**src/rtl/retire_pkg.sv**
```systemverilog
// Shared types for the retire stage: result record, exception codes, FSM states, CSR map.
package retire_pkg;

   typedef enum logic [3:0] {
      EX_INSTR_MISALIGNED = 4'd0,
      EX_ILLEGAL_INSTR    = 4'd2,
      EX_BREAKPOINT       = 4'd3,
      EX_LOAD_MISALIGNED  = 4'd4,
      EX_LOAD_FAULT       = 4'd5,
      EX_STORE_MISALIGNED = 4'd6,
      EX_STORE_FAULT      = 4'd7,
      EX_U_ECALL          = 4'd8,
      EX_M_ECALL          = 4'd11
   } ex_type;

   typedef struct packed {
      logic [31:0] pc;
      logic [4:0]  rd_idx;
      logic [31:0] rd_val;
      logic        ex_valid;
      ex_type      ex_code;
      logic        ret_valid;
      logic        br_valid;
      logic [31:0] br_target;
   } exec_result;

   typedef enum logic {
      RUN   = 1'b0,
      REDIR = 1'b1
   } retire_state_e;

   localparam logic [11:0] CSR_MSTATUS  = 12'h300;
   localparam logic [11:0] CSR_MTVEC    = 12'h305;
   localparam logic [11:0] CSR_MEPC     = 12'h341;
   localparam logic [11:0] CSR_MCAUSE   = 12'h342;
   localparam logic [11:0] CSR_MTVAL    = 12'h343;
   localparam logic [11:0] CSR_MCYCLE   = 12'hB00;
   localparam logic [11:0] CSR_MINSTRET = 12'hB02;
   localparam logic [11:0] CSR_MCYCLEH  = 12'hB80;
   localparam logic [11:0] CSR_MINSTRETH = 12'hB82;

   localparam int unsigned MSTATUS_MIE  = 3;
   localparam int unsigned MSTATUS_MPIE = 7;

endpackage

```
**src/rtl/retire_csr.sv**
```systemverilog
// M-mode trap CSRs with trap/xRET update and read mux.
// Optional mcycle/minstret counters when RETIRE_COUNTERS_EN is defined.
module retire_csr
   import retire_pkg::*;
#(
   parameter int unsigned      XLEN        = 32,
   parameter logic [XLEN-1:0]  MTVEC_RESET = '0
) (
   input  logic            clk,
   input  logic            rst,
   input  logic [11:0]     csr_addr,
   input  logic            csr_we,
   input  logic [XLEN-1:0] csr_wdata,
   output logic [XLEN-1:0] csr_rdata,
   input  logic            trap,
   input  logic [XLEN-1:0] trap_pc,
   input  logic [XLEN-1:0] trap_cause,
   input  logic [XLEN-1:0] trap_tval,
   input  logic            mret,
`ifdef RETIRE_COUNTERS_EN
   input  logic            retired,
`endif
   output logic [XLEN-1:0] mtvec,
   output logic [XLEN-1:0] mepc
);

   logic            mie_q;
   logic            mpie_q;
   logic [XLEN-1:0] mcause_q;
   logic [XLEN-1:0] mtval_q;
   logic [XLEN-1:0] mstatus_rd;

   localparam logic [XLEN-1:0] ALIGN_MASK = ~(XLEN'(3));

   always_ff @(posedge clk) begin
      if (rst) begin
         mie_q    <= 1'b0;
         mpie_q   <= 1'b0;
         mtvec    <= MTVEC_RESET;
         mepc     <= '0;
         mcause_q <= '0;
         mtval_q  <= '0;
      end else begin
         if (csr_we) begin
            case (csr_addr)
               CSR_MSTATUS: begin
                  mie_q  <= csr_wdata[MSTATUS_MIE];
                  mpie_q <= csr_wdata[MSTATUS_MPIE];
               end
               CSR_MTVEC:  mtvec    <= csr_wdata;
               CSR_MEPC:   mepc     <= csr_wdata & ALIGN_MASK;
               CSR_MCAUSE: mcause_q <= csr_wdata;
               CSR_MTVAL:  mtval_q  <= csr_wdata;
               default: ;
            endcase
         end
         // Later assignments win, so trap/xRET updates override a colliding CSR write.
         if (trap) begin
            mepc     <= trap_pc & ALIGN_MASK;
            mcause_q <= trap_cause;
            mtval_q  <= trap_tval;
            mpie_q   <= mie_q;
            mie_q    <= 1'b0;
         end else if (mret) begin
            mie_q  <= mpie_q;
            mpie_q <= 1'b1;
         end
      end
   end

   always_comb begin
      mstatus_rd               = '0;
      mstatus_rd[MSTATUS_MIE]  = mie_q;
      mstatus_rd[MSTATUS_MPIE] = mpie_q;
   end

`ifdef RETIRE_COUNTERS_EN
   logic [63:0] mcycle_q;
   logic [63:0] minstret_q;
   logic [63:0] mcycle_d;
   logic [63:0] minstret_d;

   // A write to one half replaces only that half; the full 64-bit add keeps the carry otherwise.
   always_comb begin
      mcycle_d   = mcycle_q + 64'd1;
      minstret_d = minstret_q + {63'd0, retired};
      if (csr_we) begin
         case (csr_addr)
            CSR_MCYCLE:    mcycle_d          = {mcycle_q[63:32], csr_wdata};
            CSR_MCYCLEH:   mcycle_d[63:32]   = csr_wdata;
            CSR_MINSTRET:  minstret_d        = {minstret_q[63:32], csr_wdata};
            CSR_MINSTRETH: minstret_d[63:32] = csr_wdata;
            default: ;
         endcase
      end
   end

   always_ff @(posedge clk) begin
      if (rst) begin
         mcycle_q   <= '0;
         minstret_q <= '0;
      end else begin
         mcycle_q   <= mcycle_d;
         minstret_q <= minstret_d;
      end
   end
`endif

   always_comb begin
      csr_rdata = '0;
      case (csr_addr)
         CSR_MSTATUS:   csr_rdata = mstatus_rd;
         CSR_MTVEC:     csr_rdata = mtvec;
         CSR_MEPC:      csr_rdata = mepc;
         CSR_MCAUSE:    csr_rdata = mcause_q;
         CSR_MTVAL:     csr_rdata = mtval_q;
`ifdef RETIRE_COUNTERS_EN
         CSR_MCYCLE:    csr_rdata = mcycle_q[31:0];
         CSR_MCYCLEH:   csr_rdata = mcycle_q[63:32];
         CSR_MINSTRET:  csr_rdata = minstret_q[31:0];
         CSR_MINSTRETH: csr_rdata = minstret_q[63:32];
`endif
         default: ;
      endcase
   end

endmodule

```
**src/rtl/retire.sv**
```systemverilog
// Retire stage: priority decode of results, RF write, redirect/flush FSM.
// RETIRE_COUNTERS_EN adds mcycle/minstret inside retire_csr.
module retire
   import retire_pkg::*;
#(
   parameter int unsigned     XLEN        = 32,
   parameter logic [XLEN-1:0] MTVEC_RESET = '0
) (
   input  logic            clk,
   input  logic            rst,
   input  logic            res_valid,
   output logic            res_ready,
   input  exec_result      res_data,
   output logic            rf_we,
   output logic [4:0]      rf_idx,
   output logic [XLEN-1:0] rf_val,
   output logic            redir_valid,
   output logic [XLEN-1:0] redir_target,
   input  logic            redir_ready,
   output logic            flush,
   input  logic [11:0]     csr_addr,
   input  logic            csr_we,
   input  logic [XLEN-1:0] csr_wdata,
   output logic [XLEN-1:0] csr_rdata
);

   retire_state_e   state_q;
   retire_state_e   state_d;
   logic            accept;
   logic            take_trap;
   logic            take_ret;
   logic            redirect;
   logic            rf_write;
   logic [XLEN-1:0] target;
   logic [XLEN-1:0] cause;
   logic [XLEN-1:0] tval;
   logic [XLEN-1:0] mtvec;
   logic [XLEN-1:0] mepc;

   assign res_ready   = (state_q == RUN);
   assign redir_valid = (state_q == REDIR);
   assign accept      = res_valid && res_ready;

   always_ff @(posedge clk) begin
      if (rst) state_q <= RUN;
      else     state_q <= state_d;
   end

   always_comb begin
      state_d   = state_q;
      take_trap = 1'b0;
      take_ret  = 1'b0;
      redirect  = 1'b0;
      rf_write  = 1'b0;
      target    = res_data.br_target;
      cause     = '0;
      tval      = '0;
      case (state_q)
         RUN: begin
            if (accept) begin
               if (res_data.ex_valid) begin
                  take_trap = 1'b1;
                  cause     = {{(XLEN-4){1'b0}}, res_data.ex_code};
               end else if (res_data.ret_valid) begin
                  take_ret = 1'b1;
                  target   = mepc;
               end else if (res_data.br_valid && res_data.br_target[1]) begin
                  take_trap = 1'b1;
                  cause     = {{(XLEN-4){1'b0}}, EX_INSTR_MISALIGNED};
                  tval      = res_data.br_target;
               end else begin
                  rf_write = 1'b1;
               end
               if (take_trap) target = mtvec & ~(XLEN'(3));
               redirect = take_trap || take_ret || res_data.br_valid;
               if (redirect) state_d = REDIR;
            end
         end
         REDIR: begin
            if (redir_ready) state_d = RUN;
         end
         default: state_d = RUN;
      endcase
   end

   always_ff @(posedge clk) begin
      if (rst) begin
         rf_we        <= 1'b0;
         rf_idx       <= '0;
         rf_val       <= '0;
         flush        <= 1'b0;
         redir_target <= '0;
      end else begin
         rf_we <= rf_write && (res_data.rd_idx != 5'd0);
         if (rf_write && (res_data.rd_idx != 5'd0)) begin
            rf_idx <= res_data.rd_idx;
            rf_val <= res_data.rd_val;
         end
         flush <= redirect;
         if (redirect) redir_target <= target;
      end
   end

   retire_csr #(
      .XLEN        (XLEN),
      .MTVEC_RESET (MTVEC_RESET)
   ) u_csr (
      .clk        (clk),
      .rst        (rst),
      .csr_addr   (csr_addr),
      .csr_we     (csr_we),
      .csr_wdata  (csr_wdata),
      .csr_rdata  (csr_rdata),
      .trap       (take_trap),
      .trap_pc    (res_data.pc),
      .trap_cause (cause),
      .trap_tval  (tval),
      .mret       (take_ret),
`ifdef RETIRE_COUNTERS_EN
      .retired    (accept && !take_trap),
`endif
      .mtvec      (mtvec),
      .mepc       (mepc)
   );

endmodule

```
**config.mk**
```make
export PLATFORM = sky130hd
export DESIGN_NAME = retire
export DESIGN_NICKNAME = d
export VERILOG_FILES = /design/src/rtl/retire_pkg.sv /design/src/rtl/retire_csr.sv /design/src/rtl/retire.sv
export SDC_FILE = /design/constraint.sdc
export NUM_CORES = 1
export LEC_CHECK = 0
export ABC_AREA = 1
export BUFFER_PORTS_ARGS = -buffer_cell sky130_fd_sc_hd__buf_4
export CORE_MARGIN = 4
export CORE_UTILIZATION = 35
export DETAILED_ROUTE_END_ITERATION = 16
export GPL_TIMING_DRIVEN = 0
export PLACE_DENSITY = 0.55
export RECOVER_POWER = 100
export SKIP_CTS_REPAIR_TIMING = 1
export SYNTH_ARGS = -nofsm -noshare
export SYNTH_HDL_FRONTEND = slang
export SYNTH_HIERARCHICAL = 1
export SYNTH_SLANG_ARGS = --single-unit
```
**constraint.sdc**
```tcl
create_clock -name clk -period 2 [get_ports clk]
set_input_delay 0.4 -clock clk [delete_from_list [all_inputs] [get_ports clk]]
set_output_delay 0.4 -clock clk [all_outputs]
set_load 0.05 [all_outputs]
```
## After elaboration in Yosys (flattened, before gate mapping)

Index checks and enable logic that the tools add are counted.

- Add/sub/neg operators: 0
- $mul: 0
- Divide/modulo/power cells: 0
- Magnitude comparators: 0
- Equal/unequal tests: 5
- Shift operators: 0
- Muxes and demuxes: 54
- Bitwise operators: 1
- Reductions and logical operators: 21

Operators by type and width:

| operator | count |
|---|---|
| $mux W32 | 19 |
| $pmux W32 S5 | 1 |
| $eq A12 B10 Y1 const B | 5 |
| $mux W1 | 30 |
| $mux W4 | 3 |
| $reduce_and A2 Y1 | 6 |
| $reduce_bool A2 Y1 | 6 |
| $reduce_bool A3 Y1 | 2 |
| $reduce_bool A5 Y1 | 1 |
| $logic_and A1 B1 Y1 | 3 |
| $logic_or A1 B1 Y1 | 2 |
| $pmux W1 S2 | 1 |
| $reduce_or A2 Y1 | 1 |
| $not A1 Y1 | 1 |

- Register bits after elaboration: 200
- Bits in latches: 0
- RAM bits: 0
- Memory bits (read-only): 0
- Input port bits: 157
- Output and inout port bits: 105
- Word-level logic and storage cells: 93
- Memories: 0

## Logic depth before layout (Yosys ltp)

Gate-level depths: netlist (run 1).

- Word-level depth: 11
- Depth in mapped cells: 13
- Gate-level depth less buffers: 10

## Hierarchy

Netlist (run 1), hierarchy kept.

By module, submodules not included:

| module | times used | cells each | area an instance (um^2) | sequential area each (um^2) |
|---|---|---|---|---|
| retire_csr | 1 | 1215 | 7433.4 | 2562.5 |
| retire | 1 | 637 | 3797.4 | 1441.4 |

## Worst setup path before layout (run 1)

Ideal clock, no wire load.

- Path kind: flip-flop to flip-flop
- From: register state_q (netlist: redir_valid)
- To: register u_csr.mtval_q[23]
- Arrival time: 2232 ps
- Setup slack: -302 ps
- Stages on the path, launching flop included: 12
- Buffers on the path: 3
- Path through: dfxtp_1 -> inv_1 -> nand2_1 -> nor2_1 -> buf_2 -> inv_4 -> buf_2 -> buf_4 -> nand2_1 -> nand2_1 -> nand3_1 -> a21oi_1

- Longest elaborated chain between the ends: 6

Ends and longest elaborated chain:

| element | line | text |
|---|---|---|
| start: declaration | retire.sv:27 | `retire_state_e state_q;` |
| start signal: assignment | retire.sv:46 | `else state_q <= state_d;` |
| $not A1 Y1 (*) | n/a |  |
| via res_ready | retire.sv:12 | `output logic res_ready,` |
| $logic_and A1 B1 Y1 (*) | retire.sv:42 | `assign accept = res_valid && res_ready;` |
| $mux W1 (*) | retire.sv:60 | `if (accept) begin` |
| $mux W1 (*) | retire.sv:58 | `case (state_q)` |
| via take_trap | retire.sv:30 | `logic take_trap;` |
| $reduce_bool A2 Y1 (no source line) | n/a |  |
| $reduce_and A2 Y1 (no source line) | n/a |  |
| end signal: assignment | retire_csr.sv:53 | `CSR_MTVAL: mtval_q <= csr_wdata;` |
| end signal: assignment | retire_csr.sv:61 | `mtval_q <= trap_tval;` |
| end: declaration | retire_csr.sv:30 | `logic [XLEN-1:0] mtval_q;` |

Mark *: on every way through the listed nets, which the timed path passes. The rest lies on a longest branch.
A chain may end at the register's enable or synchronous reset.

## Worst setup path after layout (run 1)

- From: input port csr_addr[9]
- To: output port csr_rdata[20]

- Longest elaborated chain between the ends: 2

Ends and longest elaborated chain:

| element | line | text |
|---|---|---|
| start: declaration | retire.sv:21 | `input logic [11:0] csr_addr,` |
| $eq A12 B10 Y1 | retire_csr.sv:111 | `case (csr_addr)` |
| $pmux W32 S5 (*) | retire_csr.sv:111 |  |
| end: declaration | retire.sv:24 | `output logic [XLEN-1:0] csr_rdata` |

Mark *: on every way between the ends. The rest lies on a longest branch, timed or not.

==> results.py, run 1 <==
metrics = {
    "status": {
        "outcome": "complete, but fails checks",
        "violations": "setup timing",
    },
    "critical_path": {
        "r2r_end": "u_csr/mtval_q[1]",
        "start_kind": "input pin",
        "cpPeakStageDelay_ns": 0.23,
        "r2r.worst_path.cells": 11,
        "cpMaxStageDelayCell": "buf_6",
        "crit_fanout": 5,
        "cp.arrival_ns": 1.77,
        "rr_startpoint": "redir_valid",
        "crit_chain": "buf_4 > nand2_2 > inv_2 > nand2_4 > nor2_2 > nand2_2 > clkinv_4 > buf_4 > buf_12 > nand2_1 > nand4_1 > buf_6",
        "worstSetupEndpointType": "primary output",
        "critical_path_class": "input pin to primary output",
        "crit_required_ns": 1.60,
        "cpLargestDelayFamily": "buffers and inverters",
        "critPathBufInv": 6,
        "regToRegSetupSlack_ns": 0.12,
        "cp.depth": 12,
    },
    "global_routing": {
        "antenna_found_initial": 0,
        "overflow": 0,
        "grt_pass1_vias": 12100,
        "grt_max_degree": 19,
        "grt_pass1_wl_um": 70700,
        "grt_usage": 0.259,
    },
    "drt": {
        "first_pass_iters": 6,
        "dr_total_vias": 12900,
        "wl_per_cell_um": 18.5,
        "route.detailed.drc": 0,
        "ant_nets": 0,
        "drtIter0Drc": 1265,
        "wirelength_um": 48100,
        "vias_per_cell": 4.97,
    },
    "logic_synthesis": {
        "yosys.area_share.simple": 0.466,
        "synth_warnings": 6,
        "synthTopCellsByArea": "dfxtp_1 (36%), nand2_1 (22%), nand3_1 (11%)",
        "ys_ff_latch": 200,
        "syn_inst": 1852,
        "synthAdderAreaFrac": 0,
        "synth_xor_area_frac": 0,
        "muxShareOfSynthArea": 0,
        "yosysSeqAreaShare": 0.357,
        "synth_top_family_by_area": "simple AND/OR/NAND/NOR gates",
        "ys_types": 29,
        "yosysTopAreaCell": "dfxtp_1",
        "synth_area_per_cell_um2": 6.06,
        "synth_compound_area_frac": 0.0543,
        "netlist_area_um2": 11200,
        "synth_top_area_frac": 0.357,
    },
    "sta": {
        "setup_viol": 31,
        "finClkSkew_ns": 0.0138,
        "max_clock_freq_mhz": 461,
        "fin_crit_ns": 2.17,
        "layout_worst_path_cycle_share": 1.09,
        "fin_ws_ns": -0.171,
        "drv_slew": 0,
        "hold_viol_final": 0,
        "rsz0062_at_grt": "yes",
        "worst_pin_slew_ns": 0.868,
        "slew_headroom": 0.421,
    },
    "finish": {
        "final_cells": 2598,
        "syn_to_final_growth_pct": 35.5,
        "drive_above_1_share": 0.255,
        "final_cell_mix": "nand2_1 (635), buf_4 (264), nand3_1 (251), dfxtp_1 (199), nor2_1 (165)",
        "post-route-util": 0.481,
        "final_nets": 2340,
        "post-route-cell-area_um2": 15200,
        "layout_commonest_cell": "nand2_1",
        "diodes": 0,
    },
    "placed_design": {
        "port_buffers": 258,
        "dp_hpwl_um": 35400,
        "placed_area_um2": 13800,
        "gp_congestion": 0.915,
        "placedCellCount": 2540,
    },
    "cts": {
        "insertion_delay_ns": 0.45,
        "cts_buffers": 17,
        "cts.sinks": 200,
        "h-tree-depth": 4,
        "cts_tree": "yes",
        "root_buffer": "clkbuf_16",
        "max-clock-path-buffers": 2,
        "clk_pin_slew_ns": 0.08,
    },
    "floorplan": {
        "core-area_um2": 31600,
        "chipHeight_um": 187,
        "die_w_um": 187,
        "die_area_um2": 35000,
        "start_util": 0.355,
        "io_pins": 262,
        "rows": 65,
    },
    "job": {
        "drv_cap": 0,
    },
    "pwr": {
        "p_per_area_nw_per_um2": 644,
        "p_leak_nw": 7.45,
        "peakVddDrop_v": 0.000579,
    },
    "worst_hold_path": {
        "hold_path.class": "input pin to flip-flop",
        "min-delay-start": "res_data[73]",
        "hold_end": "rf_idx[2]",
        "holdPathStages": 3,
    },
}
power breakdown:
group          total, W  leakage (nW)  switching (W)  internal (W)
sequential      0.00424          1.63      0.0000993       0.00415
combinational   0.00199          5.53        0.00132      0.000669
clock           0.00357         0.285        0.00177       0.00180
total           0.00980          7.45        0.00319       0.00661
state kept, by name (all words and copies together), names as in the netlist, 5 cells and up:
name	count
redir_target	32
rf_idx	5
rf_val	32
u_csr/mcause_q	32
u_csr/mepc	30
u_csr/mtval_q	32
u_csr/mtvec	32
stage by stage:
step	setup slack, ns	total power [W]	TNS [ns]	hold slack, ns
floorplan	-0.0437	0.00545	-0.0735	0.462
global placement	-0.924	0.00623	-88.57	0.448
detailed placement	-1.00	0.00625	-95.98	0.452
CTS	-0.536	0.00977	-50.40	0.205
global route	-0.219	0.0102	-4.99	0.225
finish	-0.171	0.00980	-3.21	0.217
routing by layer:
metal / vias up / part of all wire / global-route usage
li1: 6375 / - / -
met1: 5866 / 0.43 / 0.349
met2: 587 / 0.46 / 0.422
met3: 83 / 0.085 / 0.0463
met4: 0 / 0.031 / 0.0859
met5: - / 0 / 0
layout make-up:
| cell class | instances | area (um^2) |
|---|---|---|
| buffer | 123 | 803 |
| fill | 3339 | 16400 |
| timing repair buffer | 283 | 2410 |
| tap | 402 | 503 |
| timing repair inverter | 1 | 8.76 |
| multi-input combinational | 1360 | 6130 |
| sequential | 200 | 4010 |
| clock buffer | 19 | 443 |
| inverter | 197 | 781 |
| clock inverter | 13 | 131 |
worst max-delay path by stage:
stage | endpoint | from
floorplan | csr_rdata[0] | csr_addr[11]
global placement | u_csr/mepc[5] | res_data[38]
detailed placement | u_csr/mepc[24] | res_data[38]
CTS | u_csr/mepc[5] | res_data[38]
global route | csr_rdata[20] | csr_addr[9]
finish | csr_rdata[20] | csr_addr[9]
cells in the mapped netlist:
cell / instances
nand2_1: 665
nand3_1: 251
dfxtp_1: 200
nor2_1: 172
inv_1: 157
a21oi_1: 113
buf_2: 48
inv_2: 39
clkbuf_1: 37
nand2_2: 36
nand4_1: 30
nor2_2: 30
buf_4: 22
nand3b_1: 15
buf_1: 12
buf_6: 4
nand3_2: 3
o21ai_0: 3
conb_1: 2
nand2_4: 2
nor2_4: 2
o211ai_1: 2
a21oi_2: 1
and2_1: 1
inv_4: 1
nor2_8: 1
nor3_1: 1
nor3_4: 1
o21ai_1: 1
worst reg2reg max path: cells and delay by family (launching register included):
kind                   cells  cell delay (ns)
buffers and inverters      5             0.82
AOI/OAI and AO/OA          1             0.13
DFF                        1             0.36
and+or+nand+nor            5             0.50
cells by family after synthesis:
| group | count (synthesis) |
|---|---|
| compound gates | 120 |
| buf+inv | 320 |
| flops | 200 |
| other cells | 2 |
| simple gates | 1210 |
Power figures use the tool's default switching activity.
==> run 2, diff against run 1 <==
PLACE_DENSITY = 0.56   (was 0.55)
SYNTH_HIERARCHICAL = not set   (was 1)
==> run 2 against run 1 <==
Effect of this change: via count down 9.2%; global-route usage rose by 1.1 points; combinational power shrank 4%; setup slack better by 0.0072 ns; the flow still finishes with violations (setup timing); total power is 0.34% higher; critical endpoint is now csr_rdata[0]; fmax is 0.33% higher; sequential power hardly changed; synthesized cell count fell by 9.9%; sequential cell count did not move.
==> results.py, run 2 <==
metrics = {
    "status": {
        "outcome": "complete, but fails checks",
        "violations": "setup timing",
    },
    "logic_synthesis": {
        "syn_inst": 1668,
        "yosysTopAreaCell": "dfxtp_1",
        "ys_top_cells_by_count": "nand2_1 (535), nor2_1 (231), inv_1 (229)",
        "ys_types": 28,
        "synth_warnings": 0,
        "async_flop_share": 0,
        "synth-edff-count": 0,
        "ys_ff_latch": 200,
        "synth_ff_type": "dfxtp_1",
        "netlist_area_um2": 10200,
        "yosysMostFrequentCell": "nand2_1",
        "synth_top_area_frac": 0.393,
        "syn-num-nets": 1825,
        "yosysSeqAreaShare": 0.393,
        "synth_area_per_cell_um2": 6.10,
        "synthTopCellsByArea": "dfxtp_1 (39%), nand2_1 (20%), nor2_1 (8.5%)",
    },
    "sta": {
        "drv_slew": 0,
        "finClkSkew_ns": 0.0190,
        "worst_pin_slew_ns": 0.950,
        "hold-worst-slack_ns": 0.124,
        "layout_worst_path_cycle_share": 1.08,
        "fin_ws_ns": -0.164,
        "setup_viol": 53,
        "hold_viol_final": 0,
        "rsz0062_at_grt": "yes",
        "fin_crit_ns": 2.16,
        "max_clock_freq_mhz": 462,
        "slew_headroom": 0.367,
    },
    "critical_path": {
        "crit_required_ns": 1.60,
        "cp.arrival_ns": 1.76,
        "cpPeakStageDelay_ns": 0.25,
        "crit_chain": "buf_4 > inv_1 > nor2_2 > nand2_2 > nor2_4 > nand2_2 > clkinv_4 > buf_12 > nand2_1 > o211ai_1 > buf_4",
        "critical_path_class": "input pin to primary output",
        "worstSetupEndpointType": "primary output",
        "start_kind": "input pin",
        "cpLargestDelayFamily": "buffers and inverters",
        "cpMaxStageDelayCell": "buf_4",
        "crit_fanout": 5,
        "critPathBufInv": 5,
    },
    "global_routing": {
        "grt_usage": 0.270,
        "grt_pass1_wl_um": 64400,
        "grt_max_degree": 23,
        "overflow": 0,
        "antenna_found_initial": 0,
        "grt_pass1_vias": 10800,
    },
    "placed_design": {
        "gp_congestion": 0.963,
        "placedCellCount": 2310,
        "dp_hpwl_um": 31800,
        "port_buffers": 258,
        "placed_area_um2": 12700,
    },
    "floorplan": {
        "chipHeight_um": 179,
        "io_pins": 262,
        "core-area_um2": 28700,
        "die_area_um2": 31900,
        "die_w_um": 179,
        "rows": 62,
        "start_util": 0.355,
    },
    "drt": {
        "wl_per_cell_um": 19.2,
        "first_pass_iters": 6,
        "dr_total_vias": 11700,
        "drtIter0Drc": 1025,
        "vias_per_cell": 4.96,
        "wirelength_um": 45400,
        "ant_nets": 0,
        "route.detailed.drc": 0,
    },
    "cts": {
        "insertion_delay_ns": 0.46,
        "cts_tree": "yes",
        "clk_pin_slew_ns": 0.08,
        "h-tree-depth": 4,
        "max-clock-path-buffers": 2,
        "cts_buffers": 17,
        "cts.sinks": 200,
        "root_buffer": "clkbuf_16",
    },
    "job": {
        "drv_cap": 0,
    },
    "finish": {
        "final_cell_mix": "nand2_1 (490), nor2_1 (221), inv_1 (217), dfxtp_1 (200), buf_4 (165)",
        "final_cells": 2364,
        "final_nets": 2124,
        "drive_above_1_share": 0.201,
        "regArea_um2": 4000,
        "post-route-cell-area_um2": 13900,
        "syn_to_final_growth_pct": 36.3,
        "diodes": 0,
        "multi_input_area_um2": 5150,
        "layout_commonest_cell": "nand2_1",
        "nFillCells": 3073,
    },
    "pwr": {
        "p_leak_nw": 6.90,
        "peakVddDrop_v": 0.000432,
        "p_per_area_nw_per_um2": 709,
    },
    "worst_hold_path": {
        "hold_path.class": "input pin to flip-flop",
    },
}
-- run 2: per-layer routing --
metal  global-route usage  vias to the layer above  part of all wire
met5                    0                        -                 0
met4               0.0883                        0             0.034
met3               0.0515                       98             0.090
met2                0.440                      562              0.46
met1                0.361                     5328              0.42
li1                     -                     5736                 -
-- run 2: layout make-up --
class	count	share of cell area
Buffer	97	0.0443
Clock buffer	17	0.0307
Clock inverter	15	0.0139
Inverter	235	0.0652
Multi-Input combinational cell	1136	0.371
Sequential cell	200	0.289
Tap cell	384	0.0346
Timing Repair Buffer	280	0.151
-- run 2: per-stage QoR --
stage / utilization / power [W] / worst slack (ns) / setup TNS (ns)
floorplan: - / 0.00547 / -0.0236 / -0.208
global placement: 0.441 / 0.00628 / -0.610 / -60.26
detailed placement: 0.441 / 0.00629 / -0.618 / -60.81
CTS: 0.463 / 0.00988 / -0.626 / -14.79
global route: 0.483 / 0.0102 / -0.183 / -7.35
finish: 0.483 / 0.00983 / -0.164 / -3.54
-- run 2: worst register-to-register path: stages (launching register included) --
cell,delay [ns]
dfxtp_1,0.33
nor2_2,0.21
clkbuf_2,0.36
nand2_4,0.23
buf_4,0.27
or2_2,0.30
nand3_1,0.16
a21oi_1,0.10
-- run 2: logic make-up after synthesis --
logic type / synth area share
DFF: 0.393
buffers and inverters: 0.130
AOI/OAI and AO/OA: 0.0859
and+or+nand+nor: 0.391
-- run 2: report_power, final --
group / internal [W] / switching, W / leakage (nW)
clock network: 0.00172 / 0.00193 / 0.295
logic: 0.000565 / 0.00135 / 4.98
registers: 0.00417 / 0.000105 / 1.63
total: 0.00645 / 0.00338 / 6.90
-- run 2: worst paths after layout --
check | start | endpoint | slack [ns] | depth (start not counted)
worst min-delay path | redir_ready | redir_valid | 0.12 | 2
worst max register to register | redir_valid | redir_target[22] | -0.06 | 7
worst min register to register | redir_target[1] | redir_target[1] | 0.44 | 2
worst max-delay path | csr_addr[6] | csr_rdata[0] | -0.16 | 11
==> run 3, diff against run 2 <==
PLACE_DENSITY = 0.53   (was 0.56)
SYNTH_HIERARCHICAL = 1   (was not set)
clock period = 2.73 ns   (was 2 ns; I/O delays follow)
==> run 3 against run 2 <==
Effect of this change: the run now ends clean; design area grew 1.5%; hold slack better by 0.23 ns; clock power down 26%; combinational power decreased by 29%; routed wire length up 3.7%; sequential cell count is the same; non-clock buffer count increased by 3; total power decreased by 27%; clock skew fell by 0.0032 ns; via count grew 8.7%; die area rose by 9.9%.
==> results.py, run 3 (same netlist as run 1, synthesis figures left out) <==
metrics = {
    "critical_path": {
        "cpLargestDelayFamily": "simple AND/OR/NAND/NOR gates",
        "crit_chain": "buf_4 > nor2_1 > nand2_2 > nor2_1 > nand2_1 > inv_2 > clkbuf_2 > nand2_1 > nand4_1 > buf_4",
        "crit_required_ns": 2.18,
        "critical_path_class": "input pin to primary output",
        "start_kind": "input pin",
        "r2r_end": "redir_target[18]",
        "r2r.worst_path.cells": 7,
        "cp.arrival_ns": 2.10,
        "worstSetupEndpointType": "primary output",
        "rr_startpoint": "redir_valid",
        "cpPeakStageDelay_ns": 0.34,
        "cpMaxStageDelayCell": "clkbuf_2",
        "crit_fanout": 10,
        "critPathBufInv": 4,
        "regToRegSetupSlack_ns": 0.25,
    },
    "placed_design": {
        "port_buffers": 258,
        "dp_hpwl_um": 35500,
        "placedCellCount": 2540,
        "pre_cts_slack_ns": -0.543,
        "placed_area_um2": 13800,
        "gp_congestion": 0.895,
    },
    "finish": {
        "syn_to_final_growth_pct": 25.3,
        "layout_commonest_cell": "nand2_1",
        "diodes": 0,
        "final_cell_mix": "nand2_1 (663), nand3_1 (251), dfxtp_1 (200), buf_4 (196), nor2_1 (172)",
        "post-route-cell-area_um2": 14100,
        "final_cells": 2569,
        "nFillCells": 3591,
        "final_nets": 2313,
        "drive_above_1_share": 0.185,
    },
    "global_routing": {
        "overflow": 0,
        "grt_usage": 0.262,
        "antenna_found_initial": 0,
        "grt_max_degree": 19,
        "grt_pass1_wl_um": 71400,
        "grt_pass1_vias": 11900,
    },
    "drt": {
        "route.detailed.drc": 0,
        "wl_per_cell_um": 18.3,
        "ant_nets": 0,
        "vias_per_cell": 4.96,
        "dr_total_vias": 12700,
        "drtIter0Drc": 1107,
        "first_pass_iters": 5,
        "wirelength_um": 47100,
    },
    "pwr": {
        "peakVddDrop_v": 0.000402,
        "p_leak_nw": 6.74,
        "swShare": 0.323,
        "p_sw_w": 0.00231,
        "p_int_w": 0.00485,
        "pwr-share-seq": 0.433,
        "power.share.clock": 0.377,
        "p_comb_frac": 0.190,
        "p_per_area_nw_per_um2": 509,
    },
    "sta": {
        "hold_viol_final": 0,
        "layout_worst_path_cycle_share": 0.968,
        "setup_viol": 0,
        "fin_ws_ns": 0.0877,
        "drv_slew": 0,
        "max_clock_freq_mhz": 378,
        "rsz0062_at_grt": "no",
        "hold-worst-slack_ns": 0.355,
        "worst_pin_slew_ns": 1.05,
        "fin_crit_ns": 2.64,
        "slew_headroom": 0.298,
        "finClkSkew_ns": 0.0158,
    },
    "cts": {
        "clk_pin_slew_ns": 0.08,
        "max-clock-path-buffers": 2,
        "cts.sinks": 200,
        "root_buffer": "clkbuf_16",
        "h-tree-depth": 4,
        "cts_tree": "yes",
        "cts_buffers": 17,
        "insertion_delay_ns": 0.45,
    },
    "worst_hold_path": {
        "min-delay-start": "res_data[75]",
        "hold_end": "rf_idx[4]",
        "holdPathStages": 3,
        "hold_path.class": "input pin to flip-flop",
    },
    "floorplan": {
        "chipHeight_um": 187,
        "die_w_um": 187,
        "start_util": 0.355,
        "die_area_um2": 35000,
        "io_pins": 262,
        "core-area_um2": 31600,
        "rows": 65,
    },
    "job": {
        "drv_cap": 0,
    },
    "status": {
        "outcome": "completed",
    },
}
==> run 3: changes by cell type in the layout (fill, tap and decap cells not counted), moves of 44 or more <==
cell / before / now
o21ai_0: 71 / 3
nor2_1: 221 / 172
nand2_1: 490 / 663
nand3_1: 122 / 251
inv_1: 217 / 156
a21oi_1: 70 / 114
==> run 3: final cells by class <==
type                            count  area (um^2)  area share
Multi-Input combinational cell   1360         5940       0.422
Sequential cell                   200         4000       0.284
Timing Repair Buffer              258         1650       0.118
Inverter                          197          744      0.0529
Buffer                            122          629      0.0447
Tap cell                          402          503      0.0357
Clock buffer                       18          439      0.0312
Clock inverter                     12          159      0.0113
==> run 3: per-stage QoR <==
stage	util	setup TNS, ns	power, W
finish	0.445	0	0.00717
global placement	0.435	-41.84	0.00457
CTS	0.454	-1.51	0.00726
global route	0.445	0	0.00747
floorplan	-	0	0.00399
detailed placement	0.435	-40.92	0.00458
==> run 3: worst max-delay path by stage <==
stage	from	end	slack (ns)	cells past startpoint
4_1_cts	csr_addr[11]	csr_rdata[18]	-0.10	10
2_1_floorplan	csr_addr[11]	csr_rdata[0]	0.39	5
3_5_place_dp	res_data[38]	u_csr/mepc[4]	-0.54	14
5_1_grt	csr_addr[11]	csr_rdata[1]	0.001	10
3_3_place_gp	res_data[38]	u_csr/mepc[4]	-0.57	14
6_report	csr_addr[11]	csr_rdata[15]	0.09	10
==> run 3: power groups by stage <==
stage               combinational (W)  clock [W]  sequential (W)
floorplan                    0.000635          0         0.00335
global placement              0.00140          0         0.00317
detailed placement            0.00140          0         0.00317
CTS                           0.00141    0.00275         0.00311
global route                  0.00149    0.00286         0.00312
finish                        0.00136    0.00270         0.00311
==> run 3: routing by layer <==
layer	routed length, um	track usage	vias to the layer above
li1	-	-	6305
met2	21300	0.417	518
met4	1280	0.0916	0
met1	20700	0.354	5837
met5	0	0	-
met3	3780	0.0543	80
==> run 3: worst register-to-register path, stage by stage, from the launching register on <==
cell and delay, ns:
dfxtp_1 0.32, inv_1 0.10, nand2_1 0.29, a21oi_1 0.92
clkbuf_2 0.44, nand3_1 0.20, nand2_1 0.10, inv_1 0.04
